`src/rtl/nic_pkg.sv`:
```
// Shared constants for the processor-to-mesh network interface.
package nic_pkg;

    localparam int unsigned NIC_DATA_WIDTH = 64;
    localparam int unsigned NIC_ADDR_WIDTH = 2;

    localparam logic [1:0] NIC_IN_DATA    = 2'b00;
    localparam logic [1:0] NIC_IN_STATUS  = 2'b01;
    localparam logic [1:0] NIC_OUT_DATA   = 2'b10;
    localparam logic [1:0] NIC_OUT_STATUS = 2'b11;

endpackage

```
`src/rtl/nic_fifo.sv`:
```
// Small synchronous FIFO with a combinational head; pushes while full and
// pops while empty are ignored.
module nic_fifo #(
    parameter int unsigned WIDTH = 64,
    parameter int unsigned DEPTH = 2
) (
    input  logic             clk,
    input  logic             reset,
    input  logic             push,
    input  logic             pop,
    input  logic [0:WIDTH-1] din,
    output logic [0:WIDTH-1] dout,
    output logic             full,
    output logic             empty
);

    localparam int unsigned PTR_W = (DEPTH > 1) ? $clog2(DEPTH) : 1;
    localparam int unsigned CNT_W = $clog2(DEPTH) + 1;

    logic [0:WIDTH-1] mem_q [DEPTH];
    logic [PTR_W-1:0] wr_ptr_q, wr_ptr_d;
    logic [PTR_W-1:0] rd_ptr_q, rd_ptr_d;
    logic [CNT_W-1:0] count_q, count_d;
    logic             do_push;
    logic             do_pop;

    function automatic logic [PTR_W-1:0] ptr_inc(input logic [PTR_W-1:0] p);
        return (p == PTR_W'(DEPTH - 1)) ? '0 : p + PTR_W'(1);
    endfunction

    assign full    = (count_q == CNT_W'(DEPTH));
    assign empty   = (count_q == '0);
    assign do_push = push && !full;
    assign do_pop  = pop && !empty;
    assign dout    = mem_q[rd_ptr_q];

    always_comb begin
        wr_ptr_d = wr_ptr_q;
        rd_ptr_d = rd_ptr_q;
        count_d  = count_q;
        if (do_push) wr_ptr_d = ptr_inc(wr_ptr_q);
        if (do_pop)  rd_ptr_d = ptr_inc(rd_ptr_q);
        case ({do_push, do_pop})
            2'b10:   count_d = count_q + CNT_W'(1);
            2'b01:   count_d = count_q - CNT_W'(1);
            default: count_d = count_q;
        endcase
    end

    always_ff @(posedge clk) begin
        if (!reset) begin
            wr_ptr_q <= '0;
            rd_ptr_q <= '0;
            count_q  <= '0;
        end else begin
            wr_ptr_q <= wr_ptr_d;
            rd_ptr_q <= rd_ptr_d;
            count_q  <= count_d;
        end
    end

    // Storage needs no reset; occupancy alone defines validity.
    always_ff @(posedge clk) begin
        if (do_push) mem_q[wr_ptr_q] <= din;
    end

endmodule

```
`src/rtl/cpu_network_interface.sv`:
```
// Memory-mapped NIC: processor writes queue packets for injection into the
// mesh, processor reads drain ejected packets and poll FIFO status.
module cpu_network_interface
    import nic_pkg::*;
#(
    parameter int unsigned DATA_WIDTH = NIC_DATA_WIDTH,
    parameter int unsigned FIFO_DEPTH = 2,
    parameter int unsigned ADDR_WIDTH = NIC_ADDR_WIDTH
) (
    input  logic                  clk,
    input  logic                  reset,
    input  logic                  nicEn,
    input  logic                  nicWrEn,
    input  logic [ADDR_WIDTH-1:0] addr,
    input  logic [0:DATA_WIDTH-1] d_in,
    output logic [0:DATA_WIDTH-1] d_out,
    input  logic                  net_si,
    output logic                  net_ri,
    input  logic [0:DATA_WIDTH-1] net_di,
    output logic                  net_so,
    input  logic                  net_ro,
    output logic [0:DATA_WIDTH-1] net_do,
    input  logic                  net_polarity
);

    logic [0:DATA_WIDTH-1] in_head, out_head;
    logic                  in_full, in_empty, out_full, out_empty;
    logic                  rd_en, wr_en;
    logic                  in_push, in_pop, out_push, out_pop;

    logic [0:DATA_WIDTH-1] d_out_q, d_out_d;
    logic [0:DATA_WIDTH-1] net_do_q, net_do_d;
    logic                  net_so_q, net_so_d;

    assign rd_en = nicEn && !nicWrEn;
    assign wr_en = nicEn && nicWrEn;

    // Eject side: router pushes, processor pops via IN_DATA reads.
    assign net_ri   = reset && !in_full;
    assign in_push  = net_si && net_ri;
    assign in_pop   = rd_en && (addr == ADDR_WIDTH'(NIC_IN_DATA)) && !in_empty;

    // Inject side: processor pushes, router drains during the even phase.
    assign out_push = wr_en && (addr == ADDR_WIDTH'(NIC_OUT_DATA)) && !out_full;
    assign out_pop  = !out_empty && net_ro && !net_polarity;

    nic_fifo #(.WIDTH(DATA_WIDTH), .DEPTH(FIFO_DEPTH)) in_fifo (
        .clk   (clk),
        .reset (reset),
        .push  (in_push),
        .pop   (in_pop),
        .din   (net_di),
        .dout  (in_head),
        .full  (in_full),
        .empty (in_empty)
    );

    nic_fifo #(.WIDTH(DATA_WIDTH), .DEPTH(FIFO_DEPTH)) out_fifo (
        .clk   (clk),
        .reset (reset),
        .push  (out_push),
        .pop   (out_pop),
        .din   (d_in),
        .dout  (out_head),
        .full  (out_full),
        .empty (out_empty)
    );

    always_comb begin
        d_out_d  = d_out_q;
        net_so_d = out_pop;
        net_do_d = out_pop ? out_head : net_do_q;
        if (rd_en) begin
            case (addr)
                ADDR_WIDTH'(NIC_IN_DATA):    d_out_d = in_empty ? '0 : in_head;
                ADDR_WIDTH'(NIC_IN_STATUS):  d_out_d = {{(DATA_WIDTH-1){1'b0}}, !in_empty};
                ADDR_WIDTH'(NIC_OUT_STATUS): d_out_d = {{(DATA_WIDTH-1){1'b0}}, out_full};
                default:                     d_out_d = '0;
            endcase
        end
    end

    always_ff @(posedge clk) begin
        if (!reset) begin
            d_out_q  <= '0;
            net_so_q <= 1'b0;
            net_do_q <= '0;
        end else begin
            d_out_q  <= d_out_d;
            net_so_q <= net_so_d;
            net_do_q <= net_do_d;
        end
    end

    assign d_out  = d_out_q;
    assign net_so = net_so_q;
    assign net_do = net_do_q;

endmodule

```
`config.mk`:
```
export PLATFORM = sky130hd
export DESIGN_NAME = cpu_network_interface
export DESIGN_NICKNAME = d
export VERILOG_FILES = /design/src/rtl/nic_pkg.sv /design/src/rtl/nic_fifo.sv /design/src/rtl/cpu_network_interface.sv
export SDC_FILE = /design/constraint.sdc
export NUM_CORES = 1
export LEC_CHECK = 0
export ABC_AREA = 1
export CAP_MARGIN = 30
export CORE_MARGIN = 8
export CORE_UTILIZATION = 47
export DETAILED_ROUTE_END_ITERATION = 6
export PLACE_DENSITY = 0.77
export REMOVE_ABC_BUFFERS = 1
export SETUP_SLACK_MARGIN = 0.4
export SLEW_MARGIN = 25
export SYNTH_ARGS = -nofsm -noshare
export SYNTH_HDL_FRONTEND = slang
export SYNTH_SLANG_ARGS = --single-unit
```
`constraint.sdc`:
```
create_clock -name clk -period 4.34 [get_ports clk]
set_input_delay 0.434 -clock clk [delete_from_list [all_inputs] [get_ports clk]]
set_output_delay 0.434 -clock clk [all_outputs]
set_load 0.01 [all_outputs]
```
Yosys cells after proc, flatten, opt, wreduce, memory -nomap -nowiden. Memory sizes are Yosys's and may differ from the RTL's. A register that Yosys moved wholly into a read port is not among the register bits. Index checks and enable logic that the tools add are counted.

Register bits: 73. Bits in writable memories: 256. Input port bits: 137. Memories: 2.

Add/sub/neg operators: 8. Eq/ne operators: 9. Mux-type cells: 14. Reductions and logical operators: 26.

Memory list: in_fifo.mem_q (depth 2, bits a word 64, read ports 1, clocked after memory_dff 1, wr ports 1, RTL line nic_fifo.sv:20) `logic [0:WIDTH-1] mem_q [DEPTH];`; out_fifo.mem_q (depth 2, bits a word 64, read ports 1, clocked after memory_dff 1, wr ports 1, RTL line nic_fifo.sv:20).

Operators with widths (number): $pmux W64 S3 (1); $mux W64 (1); $logic_and A1 B1 Y1 (14); $eq A2 B2 Y1 const B (6); $mux W1 (10); $pmux W2 S2 (2); $logic_not A1 Y1 (7); $eq A2 B1 Y1 const B (3); $logic_not A2 Y1 (3); $add A1 B1 Y1 const B (4); $add A2 B1 Y2 const B (2); $reduce_bool A2 Y1 (2); $sub A2 B1 Y2 const B (2).

Depth between registers and ports, before layout.
Depth after elaboration: 7. Mapped depth: 12. Gate-level depth less buffers: 11.

By module. From an unflattened synthesis, not the netlist that was laid out.

Cell total of the unflattened synthesis: 1073. Area, all modules: 15509.9 um2.

Modules (own cells, without submodules): nic_fifo (times used 2, cells an instance 239, area each 5170.0 um2, sequential area each 3943.8 um2); cpu_network_interface (times used 1, cells an instance 595, area each 5170.0 um2, sequential area each 2582.5 um2).

Worst setup path before layout. OpenSTA, ideal clock, no wires.

Kind: input -> register. From: in reset. To: mem in_fifo.mem_q[0][0] (netlist name), enable pin. Library setup time: 486 ps. Arrival: 3783 ps. Path slack: 71 ps. Stages on the path: 5. Path buffers: 1. Cell sequence: buf_2 -> inv_1 -> a21oi_1 -> nand2_1 -> nor2_1.

Longest elaborated chain between the ends: 5.

Ends and longest elaborated chain: from (decl) (RTL line cpu_network_interface.sv:11) `input logic reset,`; $logic_and A1 B1 Y1 (RTL line cpu_network_interface.sv:39) `assign net_ri = reset && !in_full;`; named net net_ri (RTL line cpu_network_interface.sv:18) `output logic net_ri,`; $logic_and A1 B1 Y1 (RTL line cpu_network_interface.sv:40) `assign in_push = net_si && net_ri;`; $logic_and A1 B1 Y1 (RTL line nic_fifo.sv:33) `assign do_push = push && !full;`; $mux W1 (RTL line nic_fifo.sv:64) `if (do_push) mem_q[wr_ptr_q] <= din;`; $mux W1 (implied by the code) (RTL line nic_fifo.sv:64); to (decl) (RTL line nic_fifo.sv:20).

The timed path passes the listed nets, and every way through them passes these cells.

Final worst setup path.
From: reg out_fifo.count_q[0]. To: mem out_fifo.mem_q[1][45] (netlist name), enable pin.

Longest elaborated chain between the ends: 6.

Ends and longest elaborated chain: from (decl) (RTL line nic_fifo.sv:23) `logic [CNT_W-1:0] count_q, count_d;`; from (signal assigned) (RTL line nic_fifo.sv:58) `count_q <= count_d;`; $eq A2 B2 Y1 (*) (RTL line nic_fifo.sv:31) `assign full = (count_q == CNT_W'(DEPTH));`; $logic_not A1 Y1 (*) (RTL line nic_fifo.sv:33, cpu_network_interface.sv:44); $logic_and A1 B1 Y1 (RTL line cpu_network_interface.sv:44) `assign out_push = wr_en && (addr == ADDR_WIDTH'(NIC_OUT_DATA)) && !out_full;`; $logic_and A1 B1 Y1 (*) (RTL line nic_fifo.sv:33); $mux W1 (*) (RTL line nic_fifo.sv:64); $mux W1 (implied by the code) (*) (RTL line nic_fifo.sv:64); to (decl) (RTL line nic_fifo.sv:20).

Mark *: on every way between the ends. The rest lies on a longest branch, timed or not.

==> summary.txt <==
Run status
  • Outcome: completed

Timing
  • Tmin final: 2390 ps
  • Max Slew Vio Count: 0
  • Worst-margin pin slew: 922 ps
  • Final-report hold violation count: 0
  • Highest clock rate: 0.418 GHz
  • Max-slew headroom at the worst pin: 0.385
  • Final setup viols: 0
  • Total negative slack: 0 ps
  • Fin Hold WS: 420 ps
  • Final Skew: 20.0 ps
  • Final Cycle Share: 0.551
  • RSZ-0062 raised after global routing: false

Floorplanning
  • Core Area: 30300 um^2
  • # IOs: 267
  • Rows: 64
  • Starting density of the core: 0.473
  • Die Area: 36300 um^2
  • Die height: 191 um
  • Die Wd: 191 um

Clock network
  • H-tree depth: 2
  • CTS tree: done
  • CTS Buf Count: 41
  • Hold_buf cts: 0
  • Root buffer cell: clkbuf_16
  • CTS resizes: 0
  • Setup bufs post-CTS: 0
  • Max clock buf depth: 3
  • Clock net sink count: 394
  • Clock transition at path regs: 60 ps
  • Clock Latency Late Sink: 520 ps

Hold path
  • Startpoint of the worst hold path: reset
  • Hold Path Class: input pin to flop

Job
  • Total of max-cap violations: 0

Power
  • Total Power: 8.04 mW
  • Leak Pwr: 6.80 nW
  • VDD IR max: 0.000400 V
  • Pwr per Cell Area: 432 nW/um^2

Critical path
  • R2R Setup Slk: 1950 ps
  • CP Capture Type: flop
  • CP Cell Sequence: inv_1 -> nand2_1 -> nand2_1 -> nor2_1 -> nand2_1 -> inv_2 -> buf_4
  • Slowest-stage cell, CP: inv_2
  • Crit path max fanout: 37
  • WS Path Type: flop to flop
  • WP data required: 4540 ps
  • Crit. Startpoint: out_fifo.count_q[0]
  • Most frequent CP cell: nand2_1
  • Reg2reg start: out_fifo.count_q[0]
  • Max incr delay on CP: 650 ps
  • Critical path arrival: 2600 ps
  • Startpoint Class: flop

Placement
  • Gpl congestion: 0.747
  • DPL Wire Length: 20900 um
  • IO buf count: 266
  • Placed insts: 1909
  • Placed cell area: 17300 um^2

Drt
  • Pre-antenna DRT Iters: 5
  • Routed length per placed instance: 17.0 um
  • Via count: 9810
  • DRC viols: 0
  • Final ANT Viol Nets: 0
  • WL final: 33800 um
  • Vias per cell: 4.94
  • Initial DRC count: 692

Logic synthesis
  • Synthesized netlist cell count: 1301
  • Cell Area, Synth: 14300 um^2
  • Sequential fraction of the synthesis area: 0.730
  • Syn_area_per_cell: 11.0 um^2
  • Yosys warning count: 0
  • Cell variety after synth: 22
  • Number of synthesized register bits: 394

Global route
  • Largest net degree at the start of global routing: 73
  • Total GRT Usage: 0.181
  • First-pass GRT wire length: 52400 um
  • Initial antenna violation count: 3
  • GRT overflow: 0
  • Vias in the first global route: 9731

Finish
  • Most frequent cells in the layout: 507 x nand2_1, 265 x clkdlybuf4s50_1, 256 x edfxtp_1
  • Fin area: 18600 um^2
  • Most common cell after layout, fill and taps aside: nand2_1
  • Cell Count, Final, Fillers Out: 1987
  • Fin nets: 1695
  • Share of cells above drive strength 1: 0.0812
  • Syn-to-layout area delta: 30.1%
[where the power goes]
group / total [mW] / internal [mW] / leakage (nW) / switching (mW)
sequential: 4.10 / 4.08 / 3.45 / 0.0279
clock: 3.54 / 2.16 / 0.672 / 1.37
combinational: 0.402 / 0.194 / 2.69 / 0.208
total: 8.04 / 6.43 / 6.80 / 1.61
[Yosys cell counts]
master	count	area share
dfxtp_1	138	0.19
nand3_1	5	0.0017
buf_2	34	0.012
a21oi_1	52	0.018
o21bai_1	2	0.0010
nand2_1	508	0.13
nor2_1	141	0.037
buf_4	1	0.00052
inv_2	2	0.00052
nand2_2	20	0.0087
nor2_2	1	0.00044
o21ai_0	62	0.022
ha_1	2	0.0017
clkbuf_1	26	0.0068
buf_12	3	0.0042
o21ai_1	5	0.0017
a21oi_2	20	0.012
buf_1	3	0.00079
inv_1	16	0.0042
o21ai_2	1	0.00061
edfxtp_1	256	0.54
buf_8	3	0.0031
[area by class of cell]
cell class              count  area, um^2
fillers                  2358       11600
repair buffers            282        2800
diodes                      2        5.00
clock inverters            11         156
inverters                  18        67.6
flip-flops and latches    394       10500
multi-input cells         819        3440
well taps                 396         495
clock buffers              65        1220
[logic make-up after synthesis]
family	Yosys count	share of synthesized area
buffers and inverters	88	0.0321
AND/OR/NAND/NOR	675	0.181
adder cells (fa/ha/maj)	2	0.00175
AO/OA/AOI/OAI	142	0.0555
flip-flops	394	0.730
[metal layers]
| layer | up-vias | global-route usage | wire length, um |
|---|---|---|---|
| li1 | 4800 | - | - |
| met1 | 4606 | 0.233 | 13900 |
| met2 | 343 | 0.297 | 15900 |
| met3 | 55 | 0.0547 | 3340 |
| met4 | 6 | 0.0406 | 573 |
| met5 | - | 0 | 41 |
[worst paths after layout]
| kind | end | cells after the start |
|---|---|---|
| min reg2reg | d_out[29] | 2 |
| min | in_fifo.wr_ptr_q | 5 |
| max | out_fifo.mem_q[1][45] | 7 |
| max reg2reg | out_fifo.mem_q[1][45] | 7 |
[stage by stage]
step,util,worst slack [ps]
floorplan,-,-650
global placement,0.570,1640
detailed placement,0.570,1590
CTS,0.615,1940
global route,0.615,1780
finish,0.616,1950
[critical path: cells and delay by family (launching register included)]
family / cells / cell delay, ps
simple gates: 4 / 450
buf+inv: 3 / 1160
flops: 1 / 420
[sequential cells by signal, indices dropped and copies added (netlist names), named ones only]
register           count
in_fifo.wr_ptr_q       1
out_fifo.mem_q       128
net_do                64
in_fifo.count_q        2
out_fifo.count_q       2
net_so                 1
in_fifo.rd_ptr_q       1
in_fifo.mem_q        128
out_fifo.wr_ptr_q      1
d_out                 64
out_fifo.rd_ptr_q      1
Power figures use the tool's default switching activity.
